<file path="src/rtl/ravenoc_pkg.sv">
// Shared RaveNoC types and default mesh configuration for the local-port
// packet injector and its router binding.
package ravenoc_pkg;

   localparam int NOC_CFG_X       = 2;
   localparam int NOC_CFG_Y       = 2;
   localparam int MAX_SZ_PKT      = 256;
   localparam int FLIT_DATA_WIDTH = 32;
   localparam int FLIT_WIDTH      = FLIT_DATA_WIDTH + 2;

   // A one-wide mesh still needs one address bit so every field has a width.
   function automatic int minWidth(input int n);
      return (n > 1) ? $clog2(n) : 1;
   endfunction

   localparam int X_W      = minWidth(NOC_CFG_X);
   localparam int Y_W      = minWidth(NOC_CFG_Y);
   localparam int PKT_SZ_W = $clog2(MAX_SZ_PKT);
   localparam int RSVD_W   = FLIT_DATA_WIDTH - X_W - Y_W - PKT_SZ_W;

   typedef enum logic [1:0] {
      HEAD_FLIT = 2'b00,
      BODY_FLIT = 2'b01,
      TAIL_FLIT = 2'b10
   } flit_type_t;

   typedef struct packed {
      logic [X_W-1:0]      x_dest;
      logic [Y_W-1:0]      y_dest;
      logic [PKT_SZ_W-1:0] pkt_size;
      logic [RSVD_W-1:0]   rsvd;
   } s_head_flit_t;

   typedef struct packed {
      logic                  fvalid;
      logic [FLIT_WIDTH-1:0] flit;
   } s_flit_req_t;

   typedef struct packed {
      logic req_ready;
   } s_flit_resp_t;

endpackage

</file>
<file path="src/rtl/flit_out_reg.sv">
// One-entry valid/ready register: accepts a new flit whenever it is empty or
// its current flit is being taken, and holds everything stable on a stall.
module flit_out_reg #(
   parameter int WIDTH = ravenoc_pkg::FLIT_WIDTH
) (
   input  logic             clk,
   input  logic             arst,
   input  logic             i_load,
   input  logic [WIDTH-1:0] i_data,
   output logic             o_free,
   input  logic             i_ready,
   output logic             o_valid,
   output logic [WIDTH-1:0] o_data
);

   logic             r_valid;
   logic [WIDTH-1:0] r_data;

   assign o_free  = !r_valid || i_ready;
   assign o_valid = r_valid;
   assign o_data  = r_data;

   // Data is only rewritten on a load, so a drained register keeps its last
   // flit harmlessly behind a low valid.
   always_ff @(posedge clk or posedge arst) begin
      if (arst) begin
         r_valid <= 1'b0;
         r_data  <= '0;
      end else if (o_free) begin
         r_valid <= i_load;
         if (i_load) begin
            r_data <= i_data;
         end
      end
   end

endmodule

</file>
<file path="src/rtl/ravenoc_pkt_injector.sv">
// Local-port packet transmitter: turns a descriptor plus payload words into
// HEAD/BODY/TAIL flits on the router's recv_flit valid/ready interface.
module ravenoc_pkt_injector #(
   parameter int ROUTER_X_ID     = 0,
   parameter int ROUTER_Y_ID     = 0,
   parameter int NOC_CFG_X       = ravenoc_pkg::NOC_CFG_X,
   parameter int NOC_CFG_Y       = ravenoc_pkg::NOC_CFG_Y,
   parameter int MAX_SZ_PKT      = ravenoc_pkg::MAX_SZ_PKT,
   parameter int FLIT_DATA_WIDTH = ravenoc_pkg::FLIT_DATA_WIDTH,
   localparam int X_W            = ravenoc_pkg::minWidth(NOC_CFG_X),
   localparam int Y_W            = ravenoc_pkg::minWidth(NOC_CFG_Y),
   localparam int PKT_SZ_W       = $clog2(MAX_SZ_PKT),
   localparam int FLIT_WIDTH     = FLIT_DATA_WIDTH + 2
) (
   input  logic                       clk,
   input  logic                       arst,
   input  logic                       pkt_valid_i,
   output logic                       pkt_ready_o,
   input  logic [X_W-1:0]             pkt_x_dest_i,
   input  logic [Y_W-1:0]             pkt_y_dest_i,
   input  logic [PKT_SZ_W-1:0]        pkt_len_i,
   input  logic                       data_valid_i,
   output logic                       data_ready_o,
   input  logic [FLIT_DATA_WIDTH-1:0] data_i,
   output logic                       fout_valid_o,
   output logic [FLIT_WIDTH-1:0]      fout_data_o,
   input  logic                       fout_ready_i,
   output logic                       pkt_err_o,
   output logic                       pkt_done_o,
   output logic                       busy_o
);

   localparam int RSVD_W = FLIT_DATA_WIDTH - X_W - Y_W - PKT_SZ_W;
   localparam logic [X_W:0] X_LIM = (X_W + 1)'(NOC_CFG_X);
   localparam logic [Y_W:0] Y_LIM = (Y_W + 1)'(NOC_CFG_Y);

   // The owning router must sit inside the mesh it is configured for.
   if (ROUTER_X_ID >= NOC_CFG_X || ROUTER_Y_ID >= NOC_CFG_Y) begin : g_badRouterId
      $error("ravenoc_pkt_injector: router ID outside the configured mesh");
   end

   typedef enum logic {
      IDLE,
      PAYLOAD
   } state_t;

   state_t                    r_state;
   state_t                    w_nextState;
   logic [PKT_SZ_W-1:0]       r_counter;
   logic [PKT_SZ_W-1:0]       w_nextCounter;
   logic                      r_err;
   logic                      r_done;
   logic                      r_last;
   logic                      w_free;
   logic                      w_descHs;
   logic                      w_wordHs;
   logic                      w_illegal;
   logic                      w_load;
   logic                      w_loadLast;
   logic [FLIT_WIDTH-1:0]     w_loadData;
   logic [FLIT_DATA_WIDTH-1:0] w_head;

   ravenoc_pkg::s_flit_req_t  w_flitReq;
   ravenoc_pkg::s_flit_resp_t w_flitResp;

   assign w_flitResp.req_ready = fout_ready_i;
   assign fout_valid_o         = w_flitReq.fvalid;
   assign fout_data_o          = w_flitReq.flit;

   assign pkt_ready_o  = (r_state == IDLE) && w_free;
   assign data_ready_o = (r_state == PAYLOAD) && w_free;
   assign w_descHs     = pkt_valid_i && pkt_ready_o;
   assign w_wordHs     = data_valid_i && data_ready_o;
   assign w_illegal    = ({1'b0, pkt_x_dest_i} >= X_LIM) || ({1'b0, pkt_y_dest_i} >= Y_LIM);
   assign w_head       = {pkt_x_dest_i, pkt_y_dest_i, pkt_len_i, {RSVD_W{1'b0}}};

   assign pkt_err_o  = r_err;
   assign pkt_done_o = r_done;
   assign busy_o     = (r_state != IDLE) || fout_valid_o;

   // State, remaining-word counter and the one-cycle status pulses.
   always_ff @(posedge clk or posedge arst) begin
      if (arst) begin
         r_state   <= IDLE;
         r_counter <= '0;
         r_err     <= 1'b0;
         r_done    <= 1'b0;
         r_last    <= 1'b0;
      end else begin
         r_state   <= w_nextState;
         r_counter <= w_nextCounter;
         r_err     <= w_descHs && w_illegal;
         r_done    <= fout_valid_o && fout_ready_i && r_last;
         if (w_free) begin
            r_last <= w_loadLast;
         end
      end
   end

   // Next-state and flit-load decode; the counter is at least 1 in PAYLOAD,
   // so the decrement cannot wrap.
   always_comb begin
      w_nextState   = r_state;
      w_nextCounter = r_counter;
      w_load        = 1'b0;
      w_loadLast    = 1'b0;
      w_loadData    = '0;
      case (r_state)
         IDLE: begin
            if (w_descHs && !w_illegal) begin
               w_load        = 1'b1;
               w_loadData    = {ravenoc_pkg::HEAD_FLIT, w_head};
               w_loadLast    = (pkt_len_i == '0);
               w_nextCounter = pkt_len_i;
               if (pkt_len_i != '0) begin
                  w_nextState = PAYLOAD;
               end
            end
         end
         PAYLOAD: begin
            if (w_wordHs) begin
               w_load        = 1'b1;
               w_nextCounter = r_counter - PKT_SZ_W'(1);
               if (r_counter == PKT_SZ_W'(1)) begin
                  w_loadData  = {ravenoc_pkg::TAIL_FLIT, data_i};
                  w_loadLast  = 1'b1;
                  w_nextState = IDLE;
               end else begin
                  w_loadData = {ravenoc_pkg::BODY_FLIT, data_i};
               end
            end
         end
         default: begin
            w_nextState = IDLE;
         end
      endcase
   end

   flit_out_reg #(
      .WIDTH (FLIT_WIDTH)
   ) u_flitOutReg (
      .clk     (clk),
      .arst    (arst),
      .i_load  (w_load),
      .i_data  (w_loadData),
      .o_free  (w_free),
      .i_ready (w_flitResp.req_ready),
      .o_valid (w_flitReq.fvalid),
      .o_data  (w_flitReq.flit)
   );

endmodule
</file>
<file path="config.mk">
export PLATFORM = sky130hd
export DESIGN_NAME = ravenoc_pkt_injector
export DESIGN_NICKNAME = d
export VERILOG_FILES = /design/src/rtl/ravenoc_pkg.sv /design/src/rtl/flit_out_reg.sv /design/src/rtl/ravenoc_pkt_injector.sv
export SDC_FILE = /design/constraint.sdc
export NUM_CORES = 1
export LEC_CHECK = 0
export ABC_AREA = 1
export CORE_ASPECT_RATIO = 0.7
export CORE_MARGIN = 8
export CORE_UTILIZATION = 45
export CTS_CLUSTER_DIAMETER = 60
export DETAILED_ROUTE_END_ITERATION = 16
export PLACE_DENSITY = 0.84
export SYNTH_ARGS = -nofsm -noshare
export SYNTH_HDL_FRONTEND = slang
export SYNTH_SLANG_ARGS = --single-unit
</file>
<file path="constraint.sdc">
create_clock -name clk -period 2.65 [get_ports clk]
set_input_delay 0.53 -clock clk [delete_from_list [all_inputs] [get_ports clk]]
set_output_delay 0.53 -clock clk [all_outputs]
set_load 0.005 [all_outputs]
</file>
After elaboration in Yosys (flattened, before gate mapping)
Index checks and enable logic that the tools add are counted.

Flip-flop bits (word level): 46. Bits of input ports: 47. Logic and storage cells: 43.

$add $sub $neg: 1. Equality and inequality tests: 3. Multiplexer cells: 19. Bitwise operators: 1. Reductions and logical operators: 13.

Operators with widths (number): two-way mux 34 bit (2); case mux 34 bit (2 select lines) (1); two-way mux 32 bit (1); two-way mux 8 bit (2); case mux 8 bit (2 select lines) (1); two-way mux 1 bit (9); == test 8 x 1 -> 1 bit, second input constant (1); zero test 8 bit (1); nonzero test 8 bit (1); subtractor 8 x 1 -> 8 bit, second input constant (1); logical AND 1 bit (6); case mux 1 bit (2 select lines) (3); AND reduction 2 bit (2); logical OR 1 bit (2); != test 2 x 1 -> 1 bit, second input constant (1); != test 2 bit, second input constant (1); zero test 1 bit (1); inverter 1 bit (1).

Depth between registers and ports, before layout
Gate-level depths: netlist (run 1).

Word-level depth: 7. Depth in mapped cells: 9. Gate-level depth less buffers: 8.

Modules after synthesis
Synthesis (run 1) repeated with hierarchy kept, for this count alone.

Cells, all modules: 338. Area total of the unflattened synthesis: 2483.6 um2.

Modules (own cells, without submodules): flit_out_reg (times used 1, cells an instance 152, area each 1413.9 um2, sequential area each 875.8 um2); ravenoc_pkt_injector (times used 1, cells an instance 186, area each 1069.8 um2, sequential area each 275.3 um2).

Worst setup path before layout (run 1)
OpenSTA, ideal clock, no wires.

Path kind: register to output. Start: register r_state. End: output port busy_o. Arrival time: 0.946 ns. Data required time: 2.120 ns. Path slack: 1.174 ns. Cell stages (with the launch flop): 4. Path buffers: 2. Cell sequence: dfrtp_1 > buf_6 > clkbuf_1 > or2_2.

Longest elaborated chain between the ends: 1.

RTL lines: start, declared (RTL line ravenoc_pkt_injector.sv:47) `state_t r_state;`; start signal, assigned (RTL line ravenoc_pkt_injector.sv:90) `r_state <= w_nextState;`; logical OR 1 bit (RTL line ravenoc_pkt_injector.sv:79) `assign busy_o = (r_state != IDLE) || fout_valid_o;`; end, declared (RTL line ravenoc_pkt_injector.sv:30) `output logic busy_o`.

No other way between the ends.

Final worst setup path (run 1)
Start: input port fout_ready_i. End: output port pkt_ready_o.

Longest elaborated chain between the ends: 2.

RTL lines: start, declared (RTL line ravenoc_pkt_injector.sv:27) `input logic fout_ready_i,`; logical OR 1 bit (RTL line flit_out_reg.sv:19) `assign o_free = !r_valid || i_ready;`; logical AND 1 bit (RTL line ravenoc_pkt_injector.sv:70) `assign pkt_ready_o = (r_state == IDLE) && w_free;`; end, declared (RTL line ravenoc_pkt_injector.sv:18) `output logic pkt_ready_o,`.

No other way between the ends.

==> flow_metrics.py, run 1 <==
metrics = {
    "yosys": {
        "synth_top_cell_area_share_pct": 55.89,
        "synth_area_per_cell_um2": 9.624,
        "synth_cell_types": 23,
        "synth_fp_nets": 263,
        "ys_top_cells_by_area": "dfrtp_1 56%, a22o_1 9.4%, nand2_1 8.4%",
        "ys_warn_count": 0,
        "synth-seq-cells": 46,
        "netlist_area_mm2": 0.002059,
        "ys_seq_area_share_pct": 55.89,
        "netlist_instances": 214,
        "synth_area_leader_cell": "dfrtp_1",
    },
    "timing": {
        "slew_headroom_pct": 58.41,
        "tns_ns": 0,
        "worst-slew-pin-transition_ns": 0.6239,
        "fin_crit_ns": 2.484,
        "fin_crit_sh_pct": 93.75,
        "grt_setup_unrepaired": "no",
        "fin_ws_ns": 0.1655,
        "finClkSkew_ns": 0.008363,
        "maxSlewViolCount": 0,
        "setup_viol": 0,
        "hold_viol_final": 0,
        "fmax_mhz": 402.5,
    },
    "place": {
        "placed_cell_area_mm2": 0.002964,
        "hpwl_um": 4388,
        "portBuffers": 85,
        "pre_cts_slack_ns": 0.1676,
        "gp_congestion": 0.8431,
    },
    "route": {
        "firstDrtPassIters": 4,
        "first_iter_violations": 73,
        "wl_per_cell_um": 15.83,
        "via_per_inst": 5.217,
        "drc": 0,
        "ant_nets": 0,
        "vias": 1873,
        "routed_wl_um": 5682,
    },
    "cts": {
        "post_cts_buffers": 0,
        "clock_latency_ns": 0.29,
        "cts_tree": "yes",
        "numCtsBuffers": 5,
        "cts.sinks": 46,
        "ctsHoldBuffers": 0,
        "ctsResizeCount": 0,
        "root_buffer": "clkbuf_8",
        "clk_pin_slew_ns": 0.09,
        "cts_buffer_depth": 2,
        "cts_max_level": 2,
    },
    "grt": {
        "grt_pass1_vias": 1863,
        "grtUsageTotal_pct": 15.96,
        "overflow": 0,
        "antenna_found_initial": 0,
        "grt_pass1_wl_um": 9246,
        "grt_max_degree": 47,
    },
    "finish": {
        "multi_input_area_um2": 745.7,
        "drive_above_1_share_pct": 7.566,
        "final_util_pct": 70.29,
        "seqCellArea_mm2": 0.001151,
        "nNetsFinal": 352,
        "nFillCells": 333,
        "fin_area_mm2": 0.003078,
        "area_delta_synth_final_pct": 49.45,
        "n_antenna_cell": 0,
    },
    "die": {
        "core_area_mm2": 0.004379,
        "io_pins": 87,
        "die_h_um": 72.60,
        "floorplan.die_area_mm2": 0.007032,
        "die_w_um": 96.86,
        "initial_core_util_pct": 47.03,
        "num_rows": 20,
    },
    "pwr": {
        "pwr-share-clk_pct": 18.3,
        "peakVddDrop_mv": 0.5627,
        "pwr_density_cell_mw_per_mm2": 908.0,
        "p_sw_share_pct": 32.83,
        "switchingPower_uw": 917.7,
        "p_leak_nw": 1.418,
        "power_mw": 2.795,
        "internal-power_mw": 1.877,
        "seqPwrFrac_pct": 40.5,
        "comb_power_share_pct": 41.1,
    },
    "hold_path": {
        "hold_start": "u_flitOutReg.o_data[33]$_DFFE_PP0P_",
        "whs_path_depth": 2,
        "min_to": "u_flitOutReg.o_data[33]$_DFFE_PP0P_",
        "hold_path.class": "reg -> reg",
    },
    "worst_setup_path": {
        "startpoint": "fout_ready_i",
        "cp-start-kind": "input port",
        "critPathRequiredTime_ns": 2.12,
        "max_stage_delay_ns": 0.57,
        "crit_family": "buffers and inverters",
        "reg2reg_setup_slack_ns": 0.86,
        "path_cells": "clkdlybuf4s50_1 -> inv_1 -> nand2_2 -> inv_1 -> nor2_1 -> clkdlybuf4s50_1",
        "crit_fanout": 4,
        "r2r_cells": 8,
        "rr_startpoint": "r_state$_DFF_PP0_",
        "end_kind": "primary output",
        "crit_arrival_ns": 1.95,
        "crit_slowest_cell": "clkdlybuf4s50_1",
        "cp_num_buf_inv": 4,
        "path_class": "in -> out",
        "r2r-end": "r_counter[6]$_DFFE_PP0P_",
    },
    "job": {
        "maxCapViolCount": 0,
    },
    "run_status": {
        "status": "finished clean",
    },
}
-- power groups by stage --
| stage | clock, mW | combinational (mW) | sequential [mW] |
|---|---|---|---|
| 2_1_floorplan | 0 | 0.554 | 1.12 |
| 3_3_place_gp | 0 | 1.13 | 1.13 |
| 3_5_place_dp | 0 | 1.16 | 1.14 |
| 4_1_cts | 0.524 | 1.16 | 1.13 |
| 5_1_grt | 0.556 | 1.28 | 1.17 |
| 6_report | 0.512 | 1.15 | 1.13 |
-- kinds of logic after synthesis --
group | Yosys count | synth area share (%)
buffers and inverters | 33 | 7.898
adder cells (fa/ha/maj) | 2 | 1.215
AND/OR/NAND/NOR | 81 | 17.07
other | 1 | 0.1821
flip-flops | 46 | 55.89
AO/OA/AOI/OAI | 51 | 17.74
-- per-stage QoR --
| step | instances | hold WS, ns |
|---|---|---|
| 6_report | 359 | 0.4809 |
| 5_1_grt | 359 | 0.5148 |
| 4_1_cts | 359 | 0.4878 |
| 3_5_place_dp | 351 | 0.4653 |
| 3_3_place_gp | 351 | 0.4575 |
| 2_1_floorplan | 214 | 0.4650 |
-- registers in the layout (all words and copies together), names as in the netlist --
| register | cells |
|---|---|
| r_last | 1 |
| u_flitOutReg.o_valid | 1 |
| r_counter | 8 |
| r_state | 1 |
| pkt_done_o | 1 |
| u_flitOutReg.o_data | 34 |
-- layer usage --
metal / vias up / global-route usage, % / part of all wire (%)
met4: 0 / 3.905 / 0.97
li1: 898 / - / -
met3: 4 / 5.109 / 8.0
met2: 84 / 24.33 / 45
met1: 887 / 21.45 / 46
met5: - / 0 / 0
-- worst register-to-register path, stage by stage, from the launching register on --
cell,delay [ns]
dfrtp_1,0.75
inv_6,0.11
nand3_4,0.18
nand2_2,0.08
inv_2,0.11
buf_4,0.28
a21oi_1,0.07
nand2_1,0.07
nand2_1,0.05
-- cells in the mapped netlist --
cell	instances
a21oi_1	5
a22o_1	22
buf_2	6
inv_6	1
o21ai_0	12
dfrtp_1	46
nand4_1	3
nor3_1	2
o211ai_1	11
inv_1	20
ha_1	2
nand3_1	13
nand3_4	1
nor2_1	13
nand2_1	46
or2_2	1
inv_2	1
nand2_2	2
o21ai_1	1
clkbuf_1	1
conb_1	1
buf_4	1
buf_6	3
-- cell usage in the layout, fill, tap and decap left out --
cell type	Yosys	routed
nand2_1	46	46
inv_6	1	1
nand3_4	1	1
nor3_1	2	2
nand2_2	2	2
dfrtp_1	46	46
nor2_1	13	13
clkdlybuf4s50_1	0	85
o21ai_0	12	12
inv_1	20	19
ha_1	2	2
a22o_1	22	22
o21ai_1	1	1
inv_2	1	2
clkinvlp_4	0	2
nand3_1	13	13
nand4_1	3	3
or2_2	1	1
buf_4	1	8
bufinv_16	0	1
conb_1	1	1
a21oi_1	5	5
clkbuf_8	0	5
o211ai_1	11	11
-- worst max-delay path by stage --
stage                            to  cells after the start
2_1_floorplan  pkt_done_o$_DFF_PP0_                      1
3_3_place_gp            pkt_ready_o                      6
3_5_place_dp            pkt_ready_o                      6
4_1_cts                 pkt_ready_o                      6
5_1_grt                 pkt_ready_o                      6
6_report                pkt_ready_o                      6
-- final cells by class --
class | instances | area share (%)
clock inverters | 3 | 1.463
clock buffers | 5 | 2.236
inverters | 22 | 2.846
flip-flops and latches | 46 | 37.40
well taps | 55 | 2.236
repair buffers | 93 | 29.59
multi-input cells | 135 | 24.23
Note: power is estimated with default switching activity, not from simulation.
==> run 2: changes to the inputs <==
- GPL_TIMING_DRIVEN: not set -> 0
==> flow_metrics.py, run 2 (synthesized netlist as in run 1, its figures left out) <==
metrics = {
    "run_status": {
        "status": "finished clean",
    },
    "finish": {
        "largest_reg_flops": 34,
        "final_util_pct": 71.14,
        "area_delta_synth_final_pct": 51.28,
        "final_common_cell": "clkdlybuf4s50_1",
        "drive_above_1_share_pct": 8.117,
        "nNetsFinal": 356,
        "n_antenna_cell": 0,
        "fin_area_mm2": 0.003115,
        "final_cells": 363,
        "final_cell_mix": "85 x clkdlybuf4s50_1, 46 x nand2_1, 46 x dfrtp_1",
    },
    "route": {
        "first_iter_violations": 94,
        "via_per_inst": 5.187,
        "wl_per_cell_um": 16.21,
        "ant_nets": 0,
        "routed_wl_um": 5885,
        "vias": 1883,
        "drc": 0,
        "firstDrtPassIters": 4,
    },
    "grt": {
        "grt_pass1_wl_um": 9735,
        "antenna_found_initial": 0,
        "overflow": 0,
        "grt_pass1_vias": 1925,
        "grtUsageTotal_pct": 16.99,
        "grt_max_degree": 25,
    },
    "timing": {
        "fmax_mhz": 403.4,
        "slew_headroom_pct": 65.66,
        "fin_crit_ns": 2.479,
        "tns_ns": 0,
        "maxSlewViolCount": 0,
        "fin_crit_sh_pct": 93.54,
        "fin_ws_ns": 0.1712,
        "grt_setup_unrepaired": "no",
        "worst-slew-pin-transition_ns": 0.5143,
        "finClkSkew_ns": 0.002662,
        "hold_viol_final": 0,
        "hold_slack_ns": 0.4924,
        "setup_viol": 0,
    },
    "job": {
        "maxCapViolCount": 0,
    },
    "hold_path": {
        "hold_path.class": "reg -> reg",
    },
    "place": {
        "gp_congestion": 0.9050,
        "hpwl_um": 4592,
        "dp_cells": 355,
        "placed_cell_area_mm2": 0.003007,
        "portBuffers": 85,
        "pre_cts_slack_ns": 0.08892,
    },
    "pwr": {
        "p_leak_nw": 1.443,
        "pwr_density_cell_mw_per_mm2": 901.9,
        "power_mw": 2.810,
        "peakVddDrop_mv": 0.5388,
    },
    "cts": {
        "cts.sinks": 46,
        "numCtsBuffers": 5,
        "post_cts_buffers": 0,
        "cts_tree": "yes",
        "cts_buffer_depth": 2,
        "cts_max_level": 2,
        "clock_latency_ns": 0.29,
        "clk_pin_slew_ns": 0.08,
        "root_buffer": "clkbuf_8",
        "ctsHoldBuffers": 0,
    },
    "worst_setup_path": {
        "critPathRequiredTime_ns": 2.12,
        "max_stage_delay_ns": 0.54,
        "crit_family": "buffers and inverters",
        "crit_arrival_ns": 1.95,
        "end_kind": "primary output",
        "path_cells": "clkdlybuf4s50_1 -> inv_1 -> nand2_2 -> inv_1 -> nor2_2 -> clkdlybuf4s50_1",
        "crit_slowest_cell": "clkdlybuf4s50_1",
        "cp-start-kind": "input port",
        "path_class": "in -> out",
        "cp_num_buf_inv": 4,
        "crit_fanout": 4,
    },
    "die": {
        "die_h_um": 72.60,
        "num_rows": 20,
        "initial_core_util_pct": 47.03,
        "die_w_um": 96.86,
        "core_area_mm2": 0.004379,
        "io_pins": 87,
        "floorplan.die_area_mm2": 0.007032,
    },
}
-- run 2: power by group --
| group | total (mW) | internal (mW) | leakage (nW) | switching [mW] |
|---|---|---|---|---|
| combinational | 1.19 | 0.662 | 0.828 | 0.532 |
| clock | 0.502 | 0.282 | 0.0524 | 0.220 |
| sequential | 1.11 | 0.949 | 0.563 | 0.164 |
| total | 2.81 | 1.89 | 1.44 | 0.917 |
-- run 2: what timing repair did --
action	in CTS	in global routing
endpoints found under the setup margin	0	1
gates resized for setup	0	1
hold endpoints to repair	0	0
-- run 2: tightest hold or removal path, stage by stage, from the launching register on --
cell	delay, ns
dfrtp_1	0.35
nand2_1	0.05
nand3_1	0.06
-- run 2: metal layers --
layer | GRT usage, % | routed length, um | vias up
li1 | - | - | 915
met3 | 5.393 | 491 | 2
met5 | 0 | 0 | -
met2 | 24.63 | 2639 | 84
met4 | 7.980 | 49 | 0
met1 | 22.54 | 2705 | 882
-- run 2: final timing paths --
path                       slack, ns                             endpoint                           startpoint  cells past startpoint
min reg2reg                     0.49  u_flitOutReg.o_data[30]$_DFFE_PP0P_  u_flitOutReg.o_data[30]$_DFFE_PP0P_                      2
min                             0.49  u_flitOutReg.o_data[30]$_DFFE_PP0P_  u_flitOutReg.o_data[30]$_DFFE_PP0P_                      2
max                             0.17                          pkt_ready_o                         fout_ready_i                      6
max reg2reg                     1.16  u_flitOutReg.o_data[23]$_DFFE_PP0P_                    r_state$_DFF_PP0_                      9
max in group asynchronous       1.57                 pkt_done_o$_DFF_PP0_                                 arst                      3
min in group asynchronous       0.59  u_flitOutReg.o_data[15]$_DFFE_PP0P_                                 arst                      2
-- run 2: layout make-up --
class | count | area, um2
Sequential cell | 46 | 1151
Clock buffer | 7 | 76.32
Clock inverter | 1 | 30.03
Buffer | 11 | 75.07
Timing Repair Buffer | 86 | 878.3
Tap cell | 55 | 68.82
Multi-Input combinational cell | 135 | 748.2
Fill cell | 356 | 1264
Inverter | 22 | 87.58
==> run 3: changes to the inputs <==
- CELL_PAD_IN_SITES_DETAIL_PLACEMENT: not set -> 1
- CELL_PAD_IN_SITES_GLOBAL_PLACEMENT: not set -> 1
- CORE_UTILIZATION: 45 -> 31
- PLACE_DENSITY: 0.84 -> not set
- PLACE_DENSITY_LB_ADDON: not set -> 0.1
- clock period: 2.65 -> 2.8 ns (I/O delays scaled with it)
==> flow_metrics.py, run 3 (synthesized netlist as in run 1, its figures left out) <==
metrics = {
    "worst_setup_path": {
        "crit_fanout": 4,
        "critPathRequiredTime_ns": 2.24,
        "end_kind": "primary output",
        "max_stage_delay_ns": 0.55,
        "path_cells": "clkdlybuf4s50_1 -> inv_1 -> nand2_2 -> inv_1 -> nor2_1 -> clkdlybuf4s50_1",
        "cp-start-kind": "input port",
        "path_class": "in -> out",
        "crit_arrival_ns": 2.03,
        "crit_slowest_cell": "clkdlybuf4s50_1",
    },
    "finish": {
        "multi_input_area_um2": 745.7,
        "nFillCells": 760,
        "seqCellArea_mm2": 0.001151,
        "area_delta_synth_final_pct": 54.92,
        "drive_above_1_share_pct": 8.442,
        "n_antenna_cell": 0,
        "nNetsFinal": 356,
        "final_common_cell": "clkdlybuf4s50_1",
        "largest_reg_flops": 34,
        "final_cell_mix": "85 x clkdlybuf4s50_1, 46 x nand2_1, 46 x dfrtp_1",
    },
    "die": {
        "floorplan.die_area_mm2": 0.009549,
        "die_w_um": 113.4,
        "num_rows": 25,
        "initial_core_util_pct": 31.20,
        "core_area_mm2": 0.006600,
        "die_h_um": 84.20,
        "io_pins": 87,
    },
    "route": {
        "first_iter_violations": 87,
        "ant_nets": 0,
        "wl_per_cell_um": 16.65,
        "routed_wl_um": 6692,
        "drc": 0,
        "vias": 1885,
        "firstDrtPassIters": 4,
        "via_per_inst": 4.689,
    },
    "hold_path": {
        "hold_path.class": "reg -> reg",
    },
    "grt": {
        "grt_pass1_wl_um": 10900,
        "grtUsageTotal_pct": 14.40,
        "overflow": 0,
        "grt_pass1_vias": 2025,
        "antenna_found_initial": 0,
        "grt_max_degree": 37,
    },
    "cts": {
        "root_buffer": "clkbuf_8",
        "numCtsBuffers": 5,
        "ctsResizeCount": 0,
        "cts_buffer_depth": 2,
        "clk_pin_slew_ns": 0.09,
        "cts_max_level": 2,
        "cts.sinks": 46,
        "ctsHoldBuffers": 0,
        "post_cts_buffers": 0,
        "cts_tree": "yes",
        "clock_latency_ns": 0.30,
    },
    "pwr": {
        "pwr_density_cell_mw_per_mm2": 882.6,
        "peakVddDrop_mv": 0.3016,
        "p_leak_nw": 1.459,
        "power_mw": 2.816,
    },
    "timing": {
        "worst-slew-pin-transition_ns": 0.5082,
        "setup_viol": 0,
        "fin_crit_sh_pct": 92.68,
        "fin_ws_ns": 0.2050,
        "fin_crit_ns": 2.595,
        "tns_ns": 0,
        "slew_headroom_pct": 66.12,
        "maxSlewViolCount": 0,
        "hold_slack_ns": 0.4792,
        "grt_setup_unrepaired": "no",
        "fmax_mhz": 385.4,
        "finClkSkew_ns": 0.006477,
        "hold_viol_final": 0,
    },
    "place": {
        "pre_cts_slack_ns": 0.1851,
        "gp_congestion": 0.8370,
        "hpwl_um": 5265,
        "portBuffers": 85,
    },
    "job": {
        "maxCapViolCount": 0,
    },
    "run_status": {
        "status": "finished clean",
    },
}
-- run 3: changes by cell type in the layout (fill, tap and decap cells not counted), sizes merged --
cell and change:
bufinv +1, clkbuf -1
-- run 3: power by group --
| part | total [mW] | leakage (nW) | switching, mW | internal [mW] |
|---|---|---|---|---|
| sequential | 1.06 | 0.563 | 0.162 | 0.898 |
| clock | 0.614 | 0.0714 | 0.233 | 0.381 |
| combinational | 1.14 | 0.825 | 0.518 | 0.624 |
-- run 3: critical path, delay by kind of cell --
kind                   cells  cell delay [ns]
and+or+nand+nor            2             0.31
buffers and inverters      4             1.16
-- run 3: cell type report --
cell class | instances | share of cell area, %
Clock buffer | 6 | 2.588
Inverter | 22 | 2.745
Clock inverter | 2 | 1.882
Timing Repair Buffer | 86 | 27.29
Buffer | 11 | 2.353
Multi-Input combinational cell | 135 | 23.37
Sequential cell | 46 | 36.08
Tap cell | 94 | 3.686
-- run 3: final timing paths --
path | slack, ns | cells after the start | startpoint | to
worst max-delay path | 0.21 | 6 | fout_ready_i | pkt_ready_o
worst min-delay path | 0.48 | 2 | u_flitOutReg.o_data[33]$_DFFE_PP0P_ | u_flitOutReg.o_data[33]$_DFFE_PP0P_
worst max register to register | 1.27 | 9 | r_state$_DFF_PP0_ | u_flitOutReg.o_data[24]$_DFFE_PP0P_
worst min register to register | 0.48 | 2 | u_flitOutReg.o_data[33]$_DFFE_PP0P_ | u_flitOutReg.o_data[33]$_DFFE_PP0P_
max in group asynchronous | 1.81 | 3 | arst | r_counter[7]$_DFFE_PP0P_
min in group asynchronous | 0.51 | 2 | arst | u_flitOutReg.o_data[33]$_DFFE_PP0P_
-- run 3: per-stage QoR --
step,util (%),area [um2],std cells
final,48.34,3191,402
after global routing,48.34,3191,402
after CTS,48.34,3191,402
after detailed placement,46.18,3048,394
after global placement,45.88,3028,393
after floorplan,-,2059,214
-- run 3: routing by layer --
layer  vias to the layer above  GRT usage [%]  wire length, um
met1                       915          19.86             3354
met5                         -              0                0
li1                        906              -                -
met4                         0          3.253               40
met2                        60          20.85             2778
met3                         4          5.301              517
